===== src/rtl/clk_ctrl_pkg.sv =====
// rtl/clk_ctrl_pkg.sv - shared types and defaults for the clock-enable controller
package clk_ctrl_pkg;

   localparam int DIV_W_DEF  = 16;
   localparam int STEP_W_DEF = 8;

   typedef enum logic [1:0] {
      S_HALT = 2'd0,
      S_RUN  = 2'd1,
      S_STEP = 2'd2
   } ctrl_state_t;

endpackage


===== src/rtl/phase_counter.sv =====
// rtl/phase_counter.sv - free-running phase counter that flags the last cycle of a tick period
module phase_counter #(
   parameter int DIV_W = 16
) (
   input  logic             CLK,
   input  logic             RST,
   input  logic [DIV_W-1:0] div,
   input  logic             clr,
   output logic             wrap
);

   localparam logic [DIV_W-1:0] ONE = DIV_W'(1);

   logic [DIV_W-1:0] r_ctr;
   logic [DIV_W-1:0] w_last;

   // div is never zero (the controller saturates 0 to 1), so div-1 is the final phase
   assign w_last = div - ONE;
   assign wrap   = (r_ctr == w_last);

   // count every cycle; restart at the end of a period or when a new divisor lands
   always_ff @(posedge CLK) begin
      if (RST) begin
         r_ctr <= '0;
      end else if (clr || wrap) begin
         r_ctr <= '0;
      end else begin
         r_ctr <= r_ctr + ONE;
      end
   end

endmodule


===== src/rtl/clk_en_ctrl.sv =====
// rtl/clk_en_ctrl.sv - run/halt/step controller producing a divided core clock-enable tick
module clk_en_ctrl
   import clk_ctrl_pkg::*;
#(
   parameter int DIV_W   = DIV_W_DEF,
   parameter int DIV_RST = 4,
   parameter int STEP_W  = STEP_W_DEF
) (
   input  logic              CLK,
   input  logic              RST,
   input  logic [DIV_W-1:0]  cfg_div,
   input  logic              cfg_valid,
   output logic              cfg_ready,
   input  logic              run,
   input  logic              halt,
   input  logic              step_req,
   input  logic [STEP_W-1:0] step_n,
   output logic              tick,
   output logic              step_done,
   output logic [1:0]        state_o,
   output logic [DIV_W-1:0]  div_o
);

   localparam logic [DIV_W-1:0]  DIV_RST_V = DIV_W'(DIV_RST);
   localparam logic [DIV_W-1:0]  DIV_ONE   = DIV_W'(1);
   localparam logic [STEP_W-1:0] STEP_ONE  = STEP_W'(1);

   ctrl_state_t       r_state;
   logic [DIV_W-1:0]  r_div_q;
   logic [DIV_W-1:0]  r_pend_div;
   logic              r_pend_valid;
   logic [STEP_W-1:0] r_rem;
   logic              r_tick;
   logic              r_step_done;

   logic w_wrap;
   logic w_accept;
   logic w_apply;
   logic w_tick_next;
   logic w_step_ok;

   // one divisor can be in flight; a new one is refused until the pending one lands
   assign w_accept    = cfg_valid & ~r_pend_valid;
   // halted: land immediately; running: only at a period boundary so no period is distorted.
   // r_pend_valid is registered, so a wrap coincident with acceptance never applies it.
   assign w_apply     = r_pend_valid & ((r_state == S_HALT) | w_wrap);
   // RUN also needs run still high so that dropping run suppresses the tick at that same edge
   assign w_tick_next = w_wrap & ~halt &
                        ((r_state == S_STEP) | ((r_state == S_RUN) & run));
   assign w_step_ok   = step_req & (step_n != '0);

   phase_counter #(
      .DIV_W (DIV_W)
   ) u_phase (
      .CLK  (CLK),
      .RST  (RST),
      .div  (r_div_q),
      .clr  (w_apply),
      .wrap (w_wrap)
   );

   // divisor handshake: capture into pending, then move to the active divisor
   always_ff @(posedge CLK) begin
      if (RST) begin
         r_div_q      <= DIV_RST_V;
         r_pend_div   <= DIV_RST_V;
         r_pend_valid <= 1'b0;
      end else if (w_apply) begin
         r_div_q      <= r_pend_div;
         r_pend_valid <= 1'b0;
      end else if (w_accept) begin
         r_pend_div   <= (cfg_div == '0) ? DIV_ONE : cfg_div;
         r_pend_valid <= 1'b1;
      end
   end

   // run/halt/step state machine with registered tick and step_done
   always_ff @(posedge CLK) begin
      if (RST) begin
         r_state     <= S_HALT;
         r_rem       <= '0;
         r_tick      <= 1'b0;
         r_step_done <= 1'b0;
      end else begin
         r_tick      <= w_tick_next;
         r_step_done <= 1'b0;
         case (r_state)
            S_HALT: begin
               if (!halt) begin
                  if (w_step_ok) begin
                     r_state <= S_STEP;
                     r_rem   <= step_n;
                  end else if (run) begin
                     r_state <= S_RUN;
                  end
               end
            end
            S_RUN: begin
               if (halt || !run) begin
                  r_state <= S_HALT;
               end
            end
            S_STEP: begin
               if (halt) begin
                  r_state <= S_HALT;
                  r_rem   <= '0;
               end else if (w_tick_next) begin
                  r_rem <= r_rem - STEP_ONE;
                  if (r_rem == STEP_ONE) begin
                     r_state     <= S_HALT;
                     r_step_done <= 1'b1;
                  end
               end
            end
            default: begin
               r_state <= S_HALT;
            end
         endcase
      end
   end

   assign cfg_ready = ~r_pend_valid;
   assign tick      = r_tick;
   assign step_done = r_step_done;
   assign state_o   = r_state;
   assign div_o     = r_div_q;

endmodule


===== config.mk =====
export PLATFORM = sky130hd
export DESIGN_NAME = clk_en_ctrl
export DESIGN_NICKNAME = d
export VERILOG_FILES = /design/src/rtl/clk_ctrl_pkg.sv /design/src/rtl/phase_counter.sv /design/src/rtl/clk_en_ctrl.sv
export SDC_FILE = /design/constraint.sdc
export NUM_CORES = 1
export LEC_CHECK = 0
export CORE_MARGIN = 2
export CORE_UTILIZATION = 40
export DETAILED_ROUTE_END_ITERATION = 10
export SLEW_MARGIN = 20
export SYNTH_ARGS = -nofsm -noshare
export SYNTH_HDL_FRONTEND = slang
export SYNTH_SLANG_ARGS = --single-unit

===== constraint.sdc =====
create_clock -name CLK -period 3.9 [get_ports CLK]
set_input_delay 0.78 -clock CLK [delete_from_list [all_inputs] [get_ports CLK]]
set_output_delay 0.78 -clock CLK [all_outputs]
set_load 0.01 [all_outputs]

After elaboration in Yosys (flattened, before gate mapping)
Cells that the tools add are included.
Widths: inputs -> output; s select.

word-level totals
  output and inout bits = 21
  bits in registers = 61
  logic and storage cells = 62
  bits of input ports = 30

operators by class
  reductions and logical operators = 13
  equal/unequal tests = 10
  bitwise gates (word level) = 13
  muxes and demuxes = 15
  $add $sub $neg = 3

operators with widths
  cell                   number
  $mux 8                 4
  $add 16x1->16 const B  1
  $eq 16x16->1           1
  $logic_not 16->1       1
  $mux 16                1
  $pmux 8 s2             1
  $sub 16x1->16 const B  1
  $mux 2                 7
  $eq 8x1->1 const B     1
  $reduce_bool 8->1      1
  $sub 8x1->8 const B    1
  $and 1x1->1            6
  $ne 3x3->1 const B     2
  $pmux 2 s3             1
  $not 1->1              5
  $reduce_and 5->1       1
  $ne 2x2->1 const B     2
  $reduce_and 4->1       1
  $reduce_or 2->1        2
  $reduce_or 4->1        1
  $ne 3x2->1 const B     1
  $eq 2x1->1 const B     1
  $eq 2x2->1 const B     1
  $logic_not 2->1        1
  other kinds (7)        9

Longest topological paths before layout
  word-level depth = 7
  mapped depth = 12

By module
A second synthesis with hierarchy kept.

unflattened totals
  cell total of the unflattened synthesis = 394
  area total of the unflattened synthesis = 3,130.5 µm²

modules (own cells, without submodules)
  module         sequential area each (µm²)  area each (µm²)  cells an instance  times used
  clk_en_ctrl    900.9                       1,934.4          243                1
  phase_counter  320.3                       1,196.1          151                1

Worst setup path after synthesis
Ideal clock, no wire load.

  kind = flip-flop to flip-flop
  from = register r_div_q[9] (netlist: div_o[9])
  to = register r_rem[5]
  setup time = 79 ps
  required time = 3,821 ps
  stages on the path, launching flop included = 11
  period minus slack after synthesis = 2,866 ps
  data arrival time = 2,786 ps
  slack = 1,034 ps
  cells stage by stage = dfxtp_1 > buf_6 > or4_4 > o31a_1 > or4_4 > a221oi_2 > nand4b_4 > a21oi_4 > buf_6 > nor2_1 > a211oi_2

on the way
  longest elaborated chain between the ends = 6

ends and longest elaborated chain
  what                               line                 text
  start, declared                    clk_en_ctrl.sv:29    logic [DIV_W-1:0] r_div_q;
  start signal, assigned             clk_en_ctrl.sv:69    r_div_q <= r_pend_div;
  $sub 16x1->16                      phase_counter.sv:18  assign w_last = div - ONE;
  $eq 16x16->1                       phase_counter.sv:19  assign wrap = (r_ctr == w_last);
  $and 1x1->1 (2 in a row)           clk_en_ctrl.sv:48    assign w_tick_next = w_wrap & ~halt &
  $ne 3x3->1 (no source line)        n/a
  $reduce_and 4->1 (no source line)  n/a
  end signal, assigned               clk_en_ctrl.sv:92    r_rem <= step_n;
  end signal, assigned               clk_en_ctrl.sv:108   r_rem <= r_rem - STEP_ONE;
  end, declared                      clk_en_ctrl.sv:32    logic [STEP_W-1:0] r_rem;

Every way passes these cells.
A chain may end at the register's enable or synchronous reset.

Final worst setup path
  from = register r_div_q[1] (netlist: div_o[1])
  to = register r_rem[1]

Same word-level chain as after synthesis.

==> impl_results.md <==
- Status: finished clean
- RSZ-0062 raised after global routing: false
- Hold-fix buffer count after cts: 0
- Post-synthesis mux area share: 0.0572
- Hold Path Cell Cnt: 2
- DRC: 0
- Max Root-Sink Buffers: 2
- Setup_tns: 0 ns
- Post-synthesis xor/xnor area fraction: 0.0895
- Die area: between 9000 and 10000 um^2
- Top-count cell post-synth: nand2_1
- Io pins: between 50 and 60
- Ant. Diodes: 0
- Syn. warnings: 0
- Min-delay src: r_pend_div[5]
- Maximum Capacitance Violations: 0
- Post-DP HPWL: 5.76 mm
- #FFs+latches synth: between 60 and 70
- Root Driver: clkbuf_8
- Register Area: 1220 um^2
- R2r worst-path depth: 10
- Vias in the first global route: about 2700
- Initial antenna violation count: 0
- Worst reg2reg endpoint: r_rem[1]
- Final instance area: approximately 4100 um^2
- Synth Area in Adders: 0.0150
- Power per cell area: 369 nW/um^2
- Tmin final: just over 3 ns
- Synthesis-to-finish area growth: 22.0%
- Initial cell density of the core: 0.409
- Synth Area per Inst: just over 8 um^2
- Slew headroom: 0.582
- Ys async rst share: 0
- Area of the multi-input gates: slightly below 2000 um^2
- Fmax: 323 MHz
- PnR worst setup slack: a little over 0.8 ns
- DP Cell Count: roughly 540
- CTS tree: done
- Cts repair resizes: 0
- Mapped cell area: 3330 um^2
- Post-synth cell types: 58
- Post-CTS Setup Repair Bufs: 0
- Placer Congestion: between 0.9 and 1
- H-Tree Depth: 3
- Wire per inst: 13.8 um
- Min Hold Slack: around 0.46 ns
- Worst Skew: ~0.0092 ns
- Min-Delay Path Class: reg2reg
- RR Startpoint: div_o[1]
- Top cells by count, synth: nand2_1, dfxtp_1, nor2_1
- Initial drt markers: roughly 120
- GRT overflow: 0
- CTS sink cnt: between 60 and 70
- Critical path launch point type: flip-flop
- Core footprint: slightly above 8000 um^2
- Clk slew on worst S/H paths: around 0.08 ns
- Die Y: roughly 95 um
- Routed Antenna Nets: 0
- Compound-Gate Fraction of Synth Area: 0.153
- Nets: around 480
- Fin cells: ~560
- CP Capture Type: flip-flop
- Maximum vdd ir drop: roughly 0.16 mV
- Pin count of the biggest net entering global routing: 38
- Slowest stage delay, CP: a little under 0.5 ns
- Req. time, crit path: around 4.2 ns
- Die Wd: 95.2 um
- Total track usage: 0.177
- Min-Delay Endpoint: r_pend_div[5]
- Cells after Synth: a little over 400
- Layout cells sized above 1: 0.0705
- Fin. Hold Viols: 0
- Port buffer count: 50
- First-pass GRT wire length: between 10 and 15 mm
- Final Cycle Share: 0.793
- Crit-path max FO: 13
- Area fraction in and, or, nand and nor cells after synthesis: 0.273
- Pre-CTS setup slack: about 0.76 ns
- Synth top area share: 0.367
- Reg2Reg Setup Slack: approximately 0.81 ns
- Sequential area share after synthesis: 0.367
- Post-synth EDFFs: 0
- CP max stage cell: or3b_2
- Row count: 33
- Synth area leader: dfxtp_1
- Slew Viols, Final: 0
- Placement Cell Area: roughly 3900 um^2
- CP Class: reg2reg
- Crit-path cells: inv_1 > ha_1 > or3b_2 > o21ai_0 > a31oi_1 > a2111oi_2 > nand4b_4 > a21oi_4 > nor2_1 > a211oi_1
- CTS buffer count: 9
- Fillers: 828
- Lkg Pwr: 1.55 nW
- Top FF cell, synth: dfxtp_1
- Worst endpoint data arrival time: 3.35 ns
- Slew at the pin with the worst max-slew slack: approximately 0.62 ns
- Drt pass-1 iters: 4
- Synth area leaders: dfxtp_1, nand2_1, mux2i_1, nor2_1, xnor2_1
- Syn_nets: 442
- Routed vias/inst: 5.27
- Routed wire length: 7.71 mm
- Largest family of logic cells by synthesized area: simple AND/OR/NAND/NOR gates
- Clk_lat worst skew: 0.34 ns
- Vias after detailed routing: 2948
- Finish-stage setup viols: 0
-- through the flow --
stage / util / total power (W)
3_3_place_gp: 0.474 / 0.000933
3_5_place_dp: 0.474 / 0.000934
2_1_floorplan: - / 0.000856
5_1_grt: 0.499 / 0.00157
6_report: 0.499 / 0.00150
4_1_cts: 0.499 / 0.00151
-- power by group --
group	total (W)	internal, W	switching [W]
Sequential	0.000681	0.000651	0.0000302
Clock	0.000578	0.000301	0.000277
Combinational	0.000238	0.000112	0.000127
Total	0.00150	0.00106	0.000434
-- layout by cell type, fill, tap and decap left out, types with 2 or more instances in the layout --
cell,instances
nor4_1,7
and3_1,6
nor2_1,43
a211o_1,2
or4_1,4
clkdlybuf4s50_1,50
xnor2_1,17
or4_4,3
nor3b_1,3
mux2i_1,19
o31a_1,2
clkinv_4,3
nand4_1,3
ha_1,4
a31oi_1,4
nand2_1,79
nor3_1,10
nand3_1,13
nand2b_1,2
xor2_1,17
a22oi_1,6
a21oi_1,25
inv_1,9
o21ai_0,4
a211oi_2,2
nand3b_1,4
o21ai_1,2
o31ai_1,2
clkbuf_8,9
a211oi_1,4
o211ai_1,3
dfxtp_1,61
-- cell families after synthesis --
kind of cell             Yosys count
XOR/XNOR                          34
buffers and inverters             31
multiplexers                      19
flip-flops                        61
adder cells (fa/ha/maj)            4
AND/OR/NAND/NOR                  187
AO/OA/AOI/OAI                     72
-- metal layers --
layer | share of wire | vias up | global-route usage
met3 | 0.037 | 10 | 0.0514
li1 | - | 1514 | -
met5 | 0 | - | 0
met4 | 0.016 | 0 | 0.0676
met2 | 0.44 | 53 | 0.259
met1 | 0.51 | 1371 | 0.244
-- worst max-delay path, delay by kind of cell, from the launching register on --
family	cells	cell delay, ns
compound gates	5	1.39
simple gates	3	0.81
buf+inv	1	0.10
flops	1	0.40
fa+ha+maj	1	0.29
-- flip-flops by register name, summed over array words and instances, names as in the netlist --
register	cells
r_pend_div	16
r_pend_valid	1
u_phase.r_ctr	16
step_done	1
div_o	16
tick	1
state_o	2
r_rem	8
-- cell type report --
cell class / count / share of cell area
clock inverter: 6 / 0.0179
tap: 105 / 0.0324
clock buffer: 10 / 0.0315
timing repair buffer: 51 / 0.125
sequential: 61 / 0.301
multi-input combinational: 316 / 0.483
inverter: 10 / 0.00925
-- how the worst max path moves through the flow --
stage	start	end	slack, ns	cells after the start
3_3_place_gp	step_n[2]	r_rem[4]	0.81	7
6_report	div_o[1]	r_rem[1]	0.81	10
2_1_floorplan	div_o[9]	r_rem[5]	1.03	10
4_1_cts	div_o[0]	r_rem[0]	0.82	10
5_1_grt	div_o[0]	r_rem[0]	0.46	10
3_5_place_dp	step_n[2]	r_rem[4]	0.76	7
(Power assumes the default switching activity.)
